## src/rtl/cam_frame_capture.sv

```systemverilog
// cam_frame_capture: OV7670-style camera capture into an 8-bit frame buffer.
// Generates xclk, synchronises the camera pins into clk, packs two bytes per
// pixel (RGB565->RGB332 or Y-only) and writes the pixels inside the IMG_W x IMG_H
// window to the frame buffer.
// Optional feature macro: CAM_CAPTURE_CONT_EN (continuous back-to-back capture).
module cam_frame_capture #(
  parameter int AW       = 15,
  parameter int IMG_W    = 160,
  parameter int IMG_H    = 120,
  parameter int FMT      = 0,
  parameter int XCLK_DIV = 2
) (
  input  logic          clk,
  input  logic          rst,
  output logic          xclk,
  input  logic          pclk,
  input  logic          vsync,
  input  logic          href,
  input  logic [7:0]    px_data,
  input  logic          start,
  output logic          busy,
  output logic          done,
  output logic          frame_err,
  output logic          mem_wr_en,
  output logic [AW-1:0] mem_wr_addr,
  output logic [7:0]    mem_wr_data
);
  localparam logic [AW-1:0] W_L    = AW'(IMG_W);
  localparam logic [AW-1:0] H_L    = AW'(IMG_H);
  localparam logic [AW:0]   NPIX_L = (AW+1)'(IMG_W * IMG_H);

  typedef enum logic [1:0] {IDLE, WAIT_VS, CAPTURE, DONE} state_t;

  // Pixel packing: FMT0 keeps R[7:5], G[5:3], B[4:3] of the RGB565 pair; FMT1 keeps Y.
  function automatic logic [7:0] pack_px(input logic [7:0] b0, input logic [1:0] b1_hi);
    if (FMT == 1) return b0;
    return {b0[7:5], b0[2:0], b1_hi};
  endfunction

  logic [XCLK_DIV-1:0] xcnt_q, xcnt_d;
  logic pclk_s1_q, pclk_s2_q, pclk_s3_q;
  logic href_s1_q, href_s2_q, href_s3_q;
  logic vs_s1_q, vs_s2_q, vs_s3_q;
  logic [7:0] data_s1_q, data_s2_q;
  logic vld_p0_q, href_p0_q, hfall_p0_q, vrise_p0_q, vfall_p0_q;
  logic vld_p1_q, href_p1_q, hfall_p1_q, vrise_p1_q, vfall_p1_q;
  logic [7:0] byte_p0_q, byte_p1_q;

  state_t          state_q, state_d;
  logic            phase_q, phase_d;
  logic [7:0]      b0_q, b0_d;
  logic [AW-1:0]   col_q, col_d, row_q, row_d, base_q, base_d;
  logic [AW:0]     stored_q, stored_d;
  logic            drop_q, drop_d;
  logic            busy_q, busy_d, done_q, done_d, err_q, err_d;
  logic            wr_en_q, wr_en_d;
  logic [AW-1:0]   wr_addr_q, wr_addr_d;
  logic [7:0]      wr_data_q, wr_data_d;

  assign xcnt_d      = xcnt_q + 1'b1;
  assign xclk        = xcnt_q[XCLK_DIV-1];
  assign busy        = busy_q;
  assign done        = done_q;
  assign frame_err   = err_q;
  assign mem_wr_en   = wr_en_q;
  assign mem_wr_addr = wr_addr_q;
  assign mem_wr_data = wr_data_q;

  // Free-running xclk divider and two-flop synchronisers with edge history.
  always_ff @(posedge clk or negedge rst) begin
    if (!rst) begin
      xcnt_q    <= '0;
      pclk_s1_q <= 1'b0; pclk_s2_q <= 1'b0; pclk_s3_q <= 1'b0;
      href_s1_q <= 1'b0; href_s2_q <= 1'b0; href_s3_q <= 1'b0;
      vs_s1_q   <= 1'b0; vs_s2_q   <= 1'b0; vs_s3_q   <= 1'b0;
    end else begin
      xcnt_q    <= xcnt_d;
      pclk_s1_q <= pclk;      pclk_s2_q <= pclk_s1_q; pclk_s3_q <= pclk_s2_q;
      href_s1_q <= href;      href_s2_q <= href_s1_q; href_s3_q <= href_s2_q;
      vs_s1_q   <= vsync;     vs_s2_q   <= vs_s1_q;   vs_s3_q   <= vs_s2_q;
    end
  end

  // Event pipeline (p0, p1): byte events and sync edges stay aligned with their data.
  always_ff @(posedge clk or negedge rst) begin
    if (!rst) begin
      vld_p0_q <= 1'b0; href_p0_q <= 1'b0; hfall_p0_q <= 1'b0; vrise_p0_q <= 1'b0; vfall_p0_q <= 1'b0;
      vld_p1_q <= 1'b0; href_p1_q <= 1'b0; hfall_p1_q <= 1'b0; vrise_p1_q <= 1'b0; vfall_p1_q <= 1'b0;
    end else begin
      vld_p0_q   <= pclk_s2_q & ~pclk_s3_q;
      href_p0_q  <= href_s2_q;
      hfall_p0_q <= ~href_s2_q & href_s3_q;
      vrise_p0_q <= vs_s2_q & ~vs_s3_q;
      vfall_p0_q <= ~vs_s2_q & vs_s3_q;
      vld_p1_q   <= vld_p0_q;
      href_p1_q  <= href_p0_q;
      hfall_p1_q <= hfall_p0_q;
      vrise_p1_q <= vrise_p0_q;
      vfall_p1_q <= vfall_p0_q;
    end
  end

  // Camera data path registers; no reset needed, qualified by the valid pipeline.
  always_ff @(posedge clk) begin
    data_s1_q <= px_data;
    data_s2_q <= data_s1_q;
    byte_p0_q <= data_s2_q;
    byte_p1_q <= byte_p0_q;
  end

  // Capture FSM: frame sync, pixel assembly, window check and write generation.
  always_comb begin
    state_d   = state_q;
    phase_d   = phase_q;
    b0_d      = b0_q;
    col_d     = col_q;
    row_d     = row_q;
    base_d    = base_q;
    stored_d  = stored_q;
    drop_d    = drop_q;
    busy_d    = busy_q;
    done_d    = 1'b0;
    err_d     = err_q;
    wr_en_d   = 1'b0;
    wr_addr_d = wr_addr_q;
    wr_data_d = wr_data_q;
    case (state_q)
      IDLE: begin
        if (start) begin
          state_d = WAIT_VS;
          busy_d  = 1'b1;
          err_d   = 1'b0;
        end
      end
      WAIT_VS: begin
        if (vfall_p1_q) begin
          state_d  = CAPTURE;
          col_d    = '0;
          row_d    = '0;
          base_d   = '0;
          phase_d  = 1'b0;
          stored_d = '0;
          drop_d   = 1'b0;
        end
      end
      CAPTURE: begin
        if (vrise_p1_q) begin
          state_d = DONE;
          done_d  = 1'b1;
          err_d   = (stored_q != NPIX_L) || drop_q;
`ifndef CAM_CAPTURE_CONT_EN
          busy_d  = 1'b0;
`endif
        end else if (hfall_p1_q) begin
          // Line end: an unpaired trailing byte is discarded via the phase reset.
          phase_d = 1'b0;
          col_d   = '0;
          if (col_q != '0) begin
            if (row_q < H_L) row_d = row_q + 1'b1;
            if ((row_q + 1'b1) < H_L) base_d = base_q + W_L;
          end
        end else if (vld_p1_q && href_p1_q) begin
          if (!phase_q) begin
            b0_d    = byte_p1_q;
            phase_d = 1'b1;
          end else begin
            phase_d = 1'b0;
            if ((col_q < W_L) && (row_q < H_L)) begin
              wr_en_d   = 1'b1;
              wr_addr_d = base_q + col_q;
              wr_data_d = pack_px(b0_q, byte_p1_q[4:3]);
              stored_d  = stored_q + 1'b1;
            end else begin
              drop_d = 1'b1;
            end
            if (col_q < W_L) col_d = col_q + 1'b1;
          end
        end
      end
      DONE: begin
`ifdef CAM_CAPTURE_CONT_EN
        state_d = WAIT_VS;
`else
        state_d = IDLE;
`endif
      end
      default: state_d = IDLE;
    endcase
  end

  // FSM state, counters and registered outputs.
  always_ff @(posedge clk or negedge rst) begin
    if (!rst) begin
      state_q   <= IDLE;
      phase_q   <= 1'b0;
      b0_q      <= '0;
      col_q     <= '0;
      row_q     <= '0;
      base_q    <= '0;
      stored_q  <= '0;
      drop_q    <= 1'b0;
      busy_q    <= 1'b0;
      done_q    <= 1'b0;
      err_q     <= 1'b0;
      wr_en_q   <= 1'b0;
      wr_addr_q <= '0;
      wr_data_q <= '0;
    end else begin
      state_q   <= state_d;
      phase_q   <= phase_d;
      b0_q      <= b0_d;
      col_q     <= col_d;
      row_q     <= row_d;
      base_q    <= base_d;
      stored_q  <= stored_d;
      drop_q    <= drop_d;
      busy_q    <= busy_d;
      done_q    <= done_d;
      err_q     <= err_d;
      wr_en_q   <= wr_en_d;
      wr_addr_q <= wr_addr_d;
      wr_data_q <= wr_data_d;
    end
  end
endmodule

```

## config.mk

```make
export PLATFORM = sky130hd
export DESIGN_NAME = cam_frame_capture
export DESIGN_NICKNAME = d
export VERILOG_FILES = /design/src/rtl/cam_frame_capture.sv
export SDC_FILE = /design/constraint.sdc
export NUM_CORES = 1
export LEC_CHECK = 0
export BUFFER_PORTS_ARGS = -buffer_cell sky130_fd_sc_hd__buf_2
export CELL_PAD_IN_SITES_DETAIL_PLACEMENT = 2
export CELL_PAD_IN_SITES_GLOBAL_PLACEMENT = 2
export CORE_UTILIZATION = 39
export CTS_CLUSTER_DIAMETER = 80
export DETAILED_ROUTE_END_ITERATION = 10
export PLACE_DENSITY = 0.76
export SYNTH_ARGS = -nofsm -noshare
export SYNTH_HDL_FRONTEND = slang
export SYNTH_SLANG_ARGS = --single-unit
export TNS_END_PERCENT = 1
```

## constraint.sdc

```tcl
create_clock -name clk -period 3.4 [get_ports clk]
set_input_delay 0.34 -clock clk [delete_from_list [all_inputs] [get_ports clk]]
set_output_delay 0.34 -clock clk [all_outputs]
set_load 0.01 [all_outputs]
```

### Word level (Yosys, flattened, before mapping)

Index checks and enable logic that the tools add are counted.

* multipliers: 0
* magnitude comparators: 3
* div/mod/pow operators: 0
* add/sub/neg operators: 6
* bitwise operators: 11
* multiplexer cells: 54
* equality and inequality tests: 20
* reduce and logical (&&, ||, !) cells: 17
* shift-type cells: 0

Operators with widths (number)
* $mux W15: 14
* $mux W16: 6
* $pmux W15 S2: 3
* $pmux W16 S2: 1
* $add A15 B1 Y15 const B: 2
* $lt A15 B7 Y1 const B: 2
* $ne A2 B2 Y1 const B: 13
* $reduce_and A6 Y1: 4
* $mux W1: 22
* $add A16 B1 Y16 const B: 1
* $ne A16 B15 Y1 const B: 1
* $add A15 B15 Y15: 1
* $add A15 B8 Y15 const B: 1
* $lt A15 B8 Y1 const B: 1
* $reduce_bool A15 Y1: 1
* $reduce_and A7 Y1: 2
* $ne A3 B3 Y1 const B: 3
* $pmux W1 S2: 4
* $pmux W2 S4: 1
* $not A1 Y1: 7
* $mux W2: 3
* $reduce_and A3 Y1: 2
* $reduce_and A5 Y1: 1
* $and A1 B1 Y1: 4
* other kinds (8): 11

* word-level logic and storage cells: 148
* register bits after elaboration: 152
* ROM bits: 0
* output and inout bits: 28
* input port bits: 14
* memory bits (writable): 0
* memories: 0
* bits in latches: 0

### Logic depth before layout (Yosys ltp)

Gate-level depths: netlist of the first run.

* depth after elaboration: 8
* mapped depth: 9
* gate-level depth less buffers: 8

### Least setup slack after synthesis of the first run

No wires, ideal clock.

* path kind: reg-to-reg
* start: reg row_q[0]
* end: reg base_q[12]
* clock period less this slack: 2654 ps
* path slack: 746 ps
* arrival: 2576 ps
* buffers on the path: 1
* required time: 3322 ps
* stages on the path, launching flop included: 9
* setup time: 78 ps
* cells stage by stage: dfrtp_1 ha_1 nand3_2 and4_4 o311a_1 or4_4 buf_6 or4_1 a21oi_1

* cells in the longest elaborated chain, start to end: 4

Ends and longest elaborated chain
* start: declaration: line 52 `logic [AW-1:0] col_q, col_d, row_q, row_d, base_q, base_d;`
* start signal: assignment: line 213 `row_q <= row_d;`
* $add A15 B1 Y15: line 160 `if ((row_q + 1'b1) < H_L) base_d = base_q + W_L;`
* $lt A15 B7 Y1: line 160
* $ne A2 B2 Y1 (no line)
* $reduce_and A6 Y1 (no line)
* end signal: assignment: line 214 `base_q <= base_d;`
* end: declaration: line 52

Every way passes these cells.
A chain may end at the register's enable or synchronous reset.

### Final worst setup path of the first run

* start: reg row_q[0]
* end: reg base_q[13]

The elaborated chain is that of the path after synthesis.

==> metrics.cfg, run 1 <==
[run_status]
status = finished with violations
violations = design-rule violations

[finish]
synthToLayoutAreaGrowth_pct = 18.4
stdcell_count = 817
num-nets-final = 653
design_area_sq_um = 7060
num_antenna_cells = 0
drive_gt1_frac = 0.152
final_util = 0.480

[min_path]
min_path_type = in2reg

[clock_network]
cts.htree.levels = 4
root_buffer = clkbuf_16
clk_latency_ns = 0.43
cts.clk_slew.worst_paths_ns = 0.07
clock_sinks = 145
cts_max_path_buffers = 2
cts_resized = 0
tritoncts.num_buffers = 17
cts_tree = built
post_cts_buffers = 0
postCtsHoldBufs = 7

[synthesis]
synth_compound_area_frac = 0.0955
ys_ff_latch = 145
synth_top_family_by_area = simple AND/OR/NAND/NOR gates
seq_area_frac_synth = 0.582
synthTopCellsByArea = dfrtp_1 47%, dfxtp_1 11%, nand2_1 4.8%
yosys_warnings = 0
synth_cells = 563
synth_edf_count = 0
syn-num-nets = 596
synth_mux_area_frac = 0.0197
syn_avg_cell_area_sq_um = 10.6
synthArstFlopShare = 0.779
post-synth-top-count-cell = dfrtp_1
synth_xor_area_frac = 0.0426
synth-adder-area-share = 0.0399
ys_top_cells_by_count = 113 x dfrtp_1, 76 x nand2_1, 37 x nor2_1
yosys.area.top_type_share = 0.474
yosys.area.top_type = dfrtp_1
synth.cell_area_sq_um = 5960
ys.flop_type = dfrtp_1
synth-simple-area-share = 0.194
ys_types = 56

[global_route]
grt_pass1_vias = 5034
antenna_found_initial = 0
grt_overflow = 0
track_usage = 0.213
grt_pass1_wl_mm = 26.2
grt_start_max_net_pins = 66

[floorplan]
die_h_um = 126
core-area_sq_um = 14700
start_util = 0.406
dieArea_sq_um = 15800
rows = 44
die_w_um = 126
num_io_pins = 42

[pwr]
p_sw_mw = 1.49
cellLeakagePower_nw = 3.31
total_power_mw = 4.74
powerDensity_nw_per_um2 = 671
swShare = 0.315
clockPowerShare = 0.399
p_int_mw = 3.24
p_seq_frac = 0.430
vdd_ir_drop_max_uv = 383
p_comb_frac = 0.171

[setup_path]
worst_ep_arrival_time_ns = 3.23
crit_required_ns = 3.74
start_kind = flip-flop
cp_max_fo = 12
critPathKind = reg2reg
critPathCaptureType = flip-flop

[sta]
fin_tns_setup_ns = 0
rsz0062_at_grt = no
min_period_over_period = 0.849
finalClockSkew_ns = 0.0118
relSlewSlack = 0.249
tightest_slew_ns = 1.12
setup-violations-final = 0
fmax_ghz = 0.346
hold_viol = 0
maxSlewViolCount = 0
hold_ws_ns = 0.0127
setup_slack_ns = 0.513
timing.final.crit_period_ns = 2.89

[placement]
dp.cells = 778
dp_hpwl_mm = 10.1
io_buffers = 41
place_area_sq_um = 6390
gp_congestion = 0.787
place_ws_ns = 0.534

[route]
ant_nets = 0
vias_per_cell = 5.38
dr.pass1.iters = 7
routed_wl_mm = 15.2
wl_per_cell_um = 18.6
first_iter_violations = 153
vias = 4396
drc_errors = 2

[flow_run]
maxCapViolCount = 0

power groups by stage:
| stage | registers, mW | logic (mW) | clock network (mW) |
|---|---|---|---|
| 2_1_floorplan | 2.03 | 0.522 | 0 |
| 3_3_place_gp | 2.05 | 0.735 | 0 |
| 3_5_place_dp | 2.07 | 0.788 | 0 |
| 4_1_cts | 2.04 | 0.821 | 1.93 |
| 5_1_grt | 2.06 | 0.910 | 2.00 |
| 6_report | 2.04 | 0.809 | 1.89 |
final cells by class:
cell class,count,area [sq um]
clock inverters,14,163
repair buffers,55,343
inverters,22,82.6
well taps,184,230
flip-flops and latches,145,3470
multi-input cells,379,2340
clock buffers,18,439
fillers,1502,7640
registers in the layout (all words and copies together) (netlist names), 2 cells and up:
| signal | flops |
|---|---|
| byte_p1_q | 8 |
| data_s1_q | 8 |
| data_s2_q | 8 |
| b0_q | 6 |
| stored_q | 16 |
| byte_p0_q | 8 |
| state_q | 2 |
| mem_wr_data | 8 |
| col_q | 15 |
| mem_wr_addr | 15 |
| base_q | 10 |
| row_q | 15 |
| xcnt_q | 2 |
worst max-delay path, stage by stage (launching register included):
cell and delay, ns:
dfrtp_1 0.44, ha_1 0.25, nand3_2 0.20, and4_2 0.29, nor3_1 0.85, nor3_1 0.36, nand4_1 0.22, mux2i_1 0.19
per-layer routing:
layer	vias to the layer above	wire [um]	global-route usage	share of wire
li1	2086	-	-	-
met1	2243	6640	0.255	0.44
met2	49	8040	0.386	0.53
met3	18	281	0.0370	0.018
met4	0	246	0.0768	0.016
met5	-	0	0	0
cell usage in the layout (no fill, tap or decap), drive strengths merged, types with 13 or more instances in the layout:
cell type	count
a21oi	22
buf	48
clkbuf	18
dfrtp	113
dfxtp	32
ha	19
inv	30
nand2	76
nand3	23
nand4	13
nor2	37
nor3	19
o21ai	32
xnor2	19
cells by family (layout without fill, tap and decap cells):
kind of cell    count (synthesis)  after routing
simple gates                  229            229
flops                         145            145
mux                            11             11
buf+inv                        39            109
fa+ha+maj                      19             19
xor+xnor                       29             29
compound gates                 91             91
path summary, 6_finish.rpt:
| kind | cells after the start | start | slack [ns] | endpoint |
|---|---|---|---|---|
| min in group asynchronous | 2 | rst | 0.50 | mem_wr_addr[7]$_DFFE_PN0P_ |
| min reg2reg | 0 | byte_p0_q[2]$_DFF_P_ | 0.33 | byte_p1_q[2]$_DFF_P_ |
| max in group asynchronous | 3 | rst | 2.11 | stored_q[14]$_DFFE_PN0P_ |
| max | 7 | row_q[0]$_DFFE_PN0P_ | 0.51 | base_q[13]$_DFFE_PN0P_ |
| min | 1 | px_data[4] | 0.01 | data_s1_q[4]$_DFF_P_ |
| max reg2reg | 7 | row_q[0]$_DFFE_PN0P_ | 0.51 | base_q[13]$_DFFE_PN0P_ |
(Power assumes the default switching activity.)
==> inputs of run 2 (changes only) <==
- CORE_UTILIZATION: 39 -> 36
- PLACE_DENSITY: 0.76 -> 0.74
- clock period: 3.4 -> 2.5 ns (I/O delays scaled with it)
==> metrics.cfg, run 2 (same netlist as run 1, synthesis figures left out) <==
[run_status]
status = finished with violations
violations = negative setup slack

[pwr]
swShare = 0.325
p_sw_mw = 2.17
clockPowerShare = 0.371
cellLeakagePower_nw = 3.56
powerDensity_nw_per_um2 = 869
vdd_ir_drop_max_uv = 726
p_seq_frac = 0.418
p_comb_frac = 0.211
p_int_mw = 4.49

[sta]
finalClockSkew_ns = 0.0121
relSlewSlack = 0.615
setup_slack_ns = -0.137
rsz0062_at_grt = yes
setup-violations-final = 5
timing.final.crit_period_ns = 2.64
hold_ws_ns = 0.263
hold_viol = 0
min_period_over_period = 1.05
tightest_slew_ns = 0.577
fmax_ghz = 0.379
maxSlewViolCount = 0

[finish]
num_antenna_cells = 0
largest_reg_flops = 16
layout_common_cells = 108 x dfrtp_1, 75 x nand2_1, 46 x buf_4, 40 x buf_2, 36 x nor2_1
stdcell_count = 897
final_common_cell = dfrtp_1
top_register = stored_q
synthToLayoutAreaGrowth_pct = 28.4
num-nets-final = 701
design_area_sq_um = 7660
drive_gt1_frac = 0.256

[route]
dr.pass1.iters = 4
first_iter_violations = 130
routed_wl_mm = 17.4
ant_nets = 0
vias_per_cell = 5.18
drc_errors = 0
vias = 4648
wl_per_cell_um = 19.4

[clock_network]
cts.clk_slew.worst_paths_ns = 0.07
tritoncts.num_buffers = 17
clock_sinks = 145
cts.htree.levels = 4
root_buffer = clkbuf_16
cts_max_path_buffers = 2
clk_latency_ns = 0.44
cts_tree = built

[placement]
io_buffers = 41
dp.cells = 830
place_area_sq_um = 6600
dp_hpwl_mm = 10.8
gp_congestion = 0.767
place_ws_ns = -0.0679

[setup_path]
start_kind = flip-flop
reg2reg_slack_ns = -0.14
reg2reg_depth = 9
worstReg2RegEnd = base_q[7]$_DFFE_PN0P_
worst_ep_arrival_time_ns = 3.00
critPathCaptureType = flip-flop
cp_max_fo = 6
crit_required_ns = 2.86
reg2reg_from = row_q[1]$_DFFE_PN0P_
critPathKind = reg2reg

[min_path]
min_path_type = in2reg
holdPathStages = 4
holdCritStartpoint = start
min_to = busy$_DFFE_PN0P_

[floorplan]
die_w_um = 131
core-area_sq_um = 16000
start_util = 0.373
num_io_pins = 42
rows = 46
die_h_um = 131
dieArea_sq_um = 17100

[global_route]
grt_start_max_net_pins = 41
grt_pass1_wl_mm = 28.1
grt_pass1_vias = 5207
track_usage = 0.221
grt_overflow = 0
antenna_found_initial = 0

[flow_run]
maxCapViolCount = 0

run 2: changes by cell type in the layout (fill, tap and decap cells not counted), moves of 3 or more:
| cell | previous run | this run |
|---|---|---|
| buf_4 | 7 | 46 |
| a21oi_1 | 22 | 16 |
| a21oi_2 | 0 | 6 |
| dfrtp_1 | 113 | 108 |
| dfrtp_2 | 0 | 5 |
| dlygate4sd3_1 | 7 | 12 |
| nor3_1 | 19 | 14 |
| buf_6 | 0 | 4 |
| nor3_2 | 0 | 4 |
| nor4_1 | 9 | 6 |
| o31ai_1 | 8 | 5 |
| o31ai_2 | 0 | 3 |
run 2: layer usage:
layer  global-route usage  up-vias  part of all wire
li1                     -     2173                 -
met1                0.252     2391              0.42
met2                0.407       62              0.54
met3               0.0444       22             0.022
met4               0.0791        0             0.019
met5                    0        -                 0
run 2: power groups by stage:
| stage | logic (mW) | clock network [mW] | registers, mW |
|---|---|---|---|
| global route | 1.56 | 2.62 | 2.81 |
| CTS | 1.30 | 2.54 | 2.78 |
| detailed placement | 1.15 | 0 | 2.82 |
| global placement | 1.07 | 0 | 2.79 |
| floorplan | 0.717 | 0 | 2.76 |
| finish | 1.40 | 2.47 | 2.78 |
run 2: through the flow:
| stage | TNS, ns | total power, mW | utilization |
|---|---|---|---|
| floorplan | 0 | 3.48 | - |
| global placement | 0 | 3.87 | 0.412 |
| detailed placement | -0.176 | 3.97 | 0.412 |
| CTS | -0.00526 | 6.62 | 0.464 |
| global route | -0.485 | 6.99 | 0.479 |
| finish | -0.211 | 6.66 | 0.479 |
run 2: area by class of cell:
type / instances / area (sq um)
Sequential cell: 145 / 3470
Multi-Input combinational cell: 379 / 2520
Fill cell: 1681 / 8340
Clock buffer: 18 / 429
Timing Repair Buffer: 103 / 731
Tap cell: 216 / 270
Clock inverter: 14 / 144
Inverter: 22 / 86.3
run 2: worst max path at each step:
stage	slack (ns)	endpoint	cells past startpoint	from
floorplan	0.04	stored_q[8]$_DFFE_PN0P_	9	state_q[0]$_DFFE_PN0P_
global route	-0.17	base_q[7]$_DFFE_PN0P_	9	row_q[1]$_DFFE_PN0P_
finish	-0.14	base_q[7]$_DFFE_PN0P_	9	row_q[1]$_DFFE_PN0P_
detailed placement	-0.07	base_q[9]$_DFFE_PN0P_	7	row_q[0]$_DFFE_PN0P_
global placement	0.07	base_q[9]$_DFFE_PN0P_	7	row_q[1]$_DFFE_PN0P_
CTS	-0.005	base_q[7]$_DFFE_PN0P_	7	row_q[3]$_DFFE_PN0P_
run 2: worst max-delay path: stages, from the launching register on:
cell	delay, ns
dfrtp_2	0.42
ha_4	0.17
nand3_4	0.10
buf_4	0.16
nor3_4	0.21
a31oi_2	0.18
or4_4	0.56
buf_6	0.16
or4_1	0.44
a21oi_1	0.16
run 2: repair_timing:
item | in CTS | in global routing
buffers inserted | 11 | 12
hold buffers | 12 | 0
pin swaps | 5 | 7
gates resized for setup | 13 | 35
endpoints found under the setup margin | 9 | 34
endpoints found under the hold margin | 48 | 0
==> inputs of run 3 (changes only) <==
- BUFFER_PORTS_ARGS: -buffer_cell sky130_fd_sc_hd__buf_2 -> not set
- CORE_UTILIZATION: 36 -> 37
- DONT_BUFFER_PORTS: not set -> 1
- PLACE_DENSITY: 0.74 -> 0.72
==> metrics.cfg, run 3 (same netlist as run 1, synthesis figures left out) <==
[global_route]
grt_overflow = 0
track_usage = 0.219
grt_pass1_wl_mm = 27.3
antenna_found_initial = 0
grt_pass1_vias = 5078
grt_start_max_net_pins = 114

[clock_network]
cts_tree = built
cts_max_path_buffers = 2
cts.clk_slew.worst_paths_ns = 0.07
cts.htree.levels = 4
root_buffer = clkbuf_16
clk_latency_ns = 0.43
clock_sinks = 145
postCtsHoldBufs = 11
tritoncts.num_buffers = 17

[sta]
setup_slack_ns = -0.0526
min_period_over_period = 1.02
relSlewSlack = 0.593
maxSlewViolCount = 0
fmax_ghz = 0.392
timing.final.crit_period_ns = 2.55
hold_ws_ns = -0.497
rsz0062_at_grt = yes
tightest_slew_ns = 0.609
finalClockSkew_ns = 0.00966
hold_viol = 113
setup-violations-final = 5

[floorplan]
num_io_pins = 42
die_h_um = 129
rows = 46
core-area_sq_um = 15800
start_util = 0.377
die_w_um = 129
dieArea_sq_um = 16600

[placement]
gp_congestion = 0.766
dp_hpwl_mm = 9.89
place_area_sq_um = 6360
io_buffers = 0

[finish]
num_antenna_cells = 0
largest_reg_flops = 16
final_util = 0.459
layout_common_cells = 109 x dfrtp_1, 76 x nand2_1, 36 x nor2_1, 36 x buf_4
final_common_cell = dfrtp_1
num-nets-final = 645
design_area_sq_um = 7270
synthToLayoutAreaGrowth_pct = 21.8
top_register = stored_q
drive_gt1_frac = 0.165

[flow_run]
maxCapViolCount = 0

[route]
dr.pass1.iters = 4
routed_wl_mm = 16.2
vias = 4411
first_iter_violations = 114
wl_per_cell_um = 19.2
drc_errors = 0
ant_nets = 0
vias_per_cell = 5.24

[setup_path]
cp_max_fo = 8
cp_common_cell = or4_4
crit_start = row_q[0]$_DFFE_PN0P_
worst_path_max_delay_cell = or4_4
reg2reg_from = row_q[0]$_DFFE_PN0P_
start_kind = flip-flop
critPathKind = reg2reg
cpPeakStageDelay_ns = 0.57
worst_ep_arrival_time_ns = 2.91
critPathCaptureType = flip-flop
crit_required_ns = 2.86
crit_chain = ha_4 -> nand3_4 -> buf_4 -> nor3_1 -> a31oi_1 -> or4_4 -> or4_4 -> a21oi_2

[pwr]
cellLeakagePower_nw = 3.26
powerDensity_nw_per_um2 = 915
vdd_ir_drop_max_uv = 653

[min_path]
min_path_type = in2async

[run_status]
status = finished with violations
violations = negative hold slack, negative setup slack

-- run 3: cell types whose count changed in the layout (fill, tap and decap cells not counted), moves of 4 or more --
cell    delta
buf_6      -4
buf_4     -10
nor3_1     +5
buf_2     -40
nor3_2     -4
-- run 3: final timing paths --
check | endpoint | cells after the start | slack [ns]
setup / recovery | base_q[9]$_DFFE_PN0P_ | 8 | -0.05
hold / removal | mem_wr_addr[8]$_DFFE_PN0P_ | 0 | -0.50
setup reg to reg | base_q[9]$_DFFE_PN0P_ | 8 | -0.05
hold reg to reg | byte_p0_q[3]$_DFF_P_ | 0 | 0.33
max in group asynchronous | stored_q[13]$_DFFE_PN0P_ | 0 | 2.82
min in group clk | busy$_DFFE_PN0P_ | 3 | 0.05
-- run 3: metrics by stage --
stage,hold WS [ns],TNS [ns],total power [mW],std cells,setup WS [ns]
global route,-0.531,-1.23,7.00,841,-0.127
detailed placement,-0.0425,-1.69,3.90,786,-0.160
CTS,-0.518,0,6.69,839,0.0156
floorplan,-0.0456,0,3.48,563,0.0377
finish,-0.497,-0.160,6.65,841,-0.0526
global placement,-0.0428,-0.280,3.80,786,-0.0647
-- run 3: area by class of cell --
type	count	area [sq um]
clock buffers	18	450
fillers	1616	8560
repair buffers	47	380
well taps	216	270
flip-flops and latches	145	3470
multi-input cells	379	2430
clock inverters	14	180
inverters	22	82.6
-- run 3: worst max-delay path, delay by kind of cell, from the launching register on --
kind	cells	cell delay, ns
simple gates	4	1.36
fa+ha+maj	1	0.18
buf+inv	1	0.17
compound gates	2	0.35
flops	1	0.42
-- run 3: metal layers --
metal / vias up / global-route usage / wire length [um]
met3: 27 / 0.0611 / 493
li1: 2070 / - / -
met5: - / 0 / 0
met2: 65 / 0.399 / 8710
met1: 2249 / 0.244 / 6670
met4: 0 / 0.0768 / 310
-- run 3: power by group --
part	switching, mW	internal (mW)
clock	1.22	1.43
sequential	0.242	2.56
combinational	0.694	0.504
-- run 3: timing repair --
item	in CTS	in global routing
endpoints found under the setup margin	17	23
gates resized for setup	13	8
buffers inserted	10	2
endpoints found under the hold margin	124	113
pin swaps	4	3
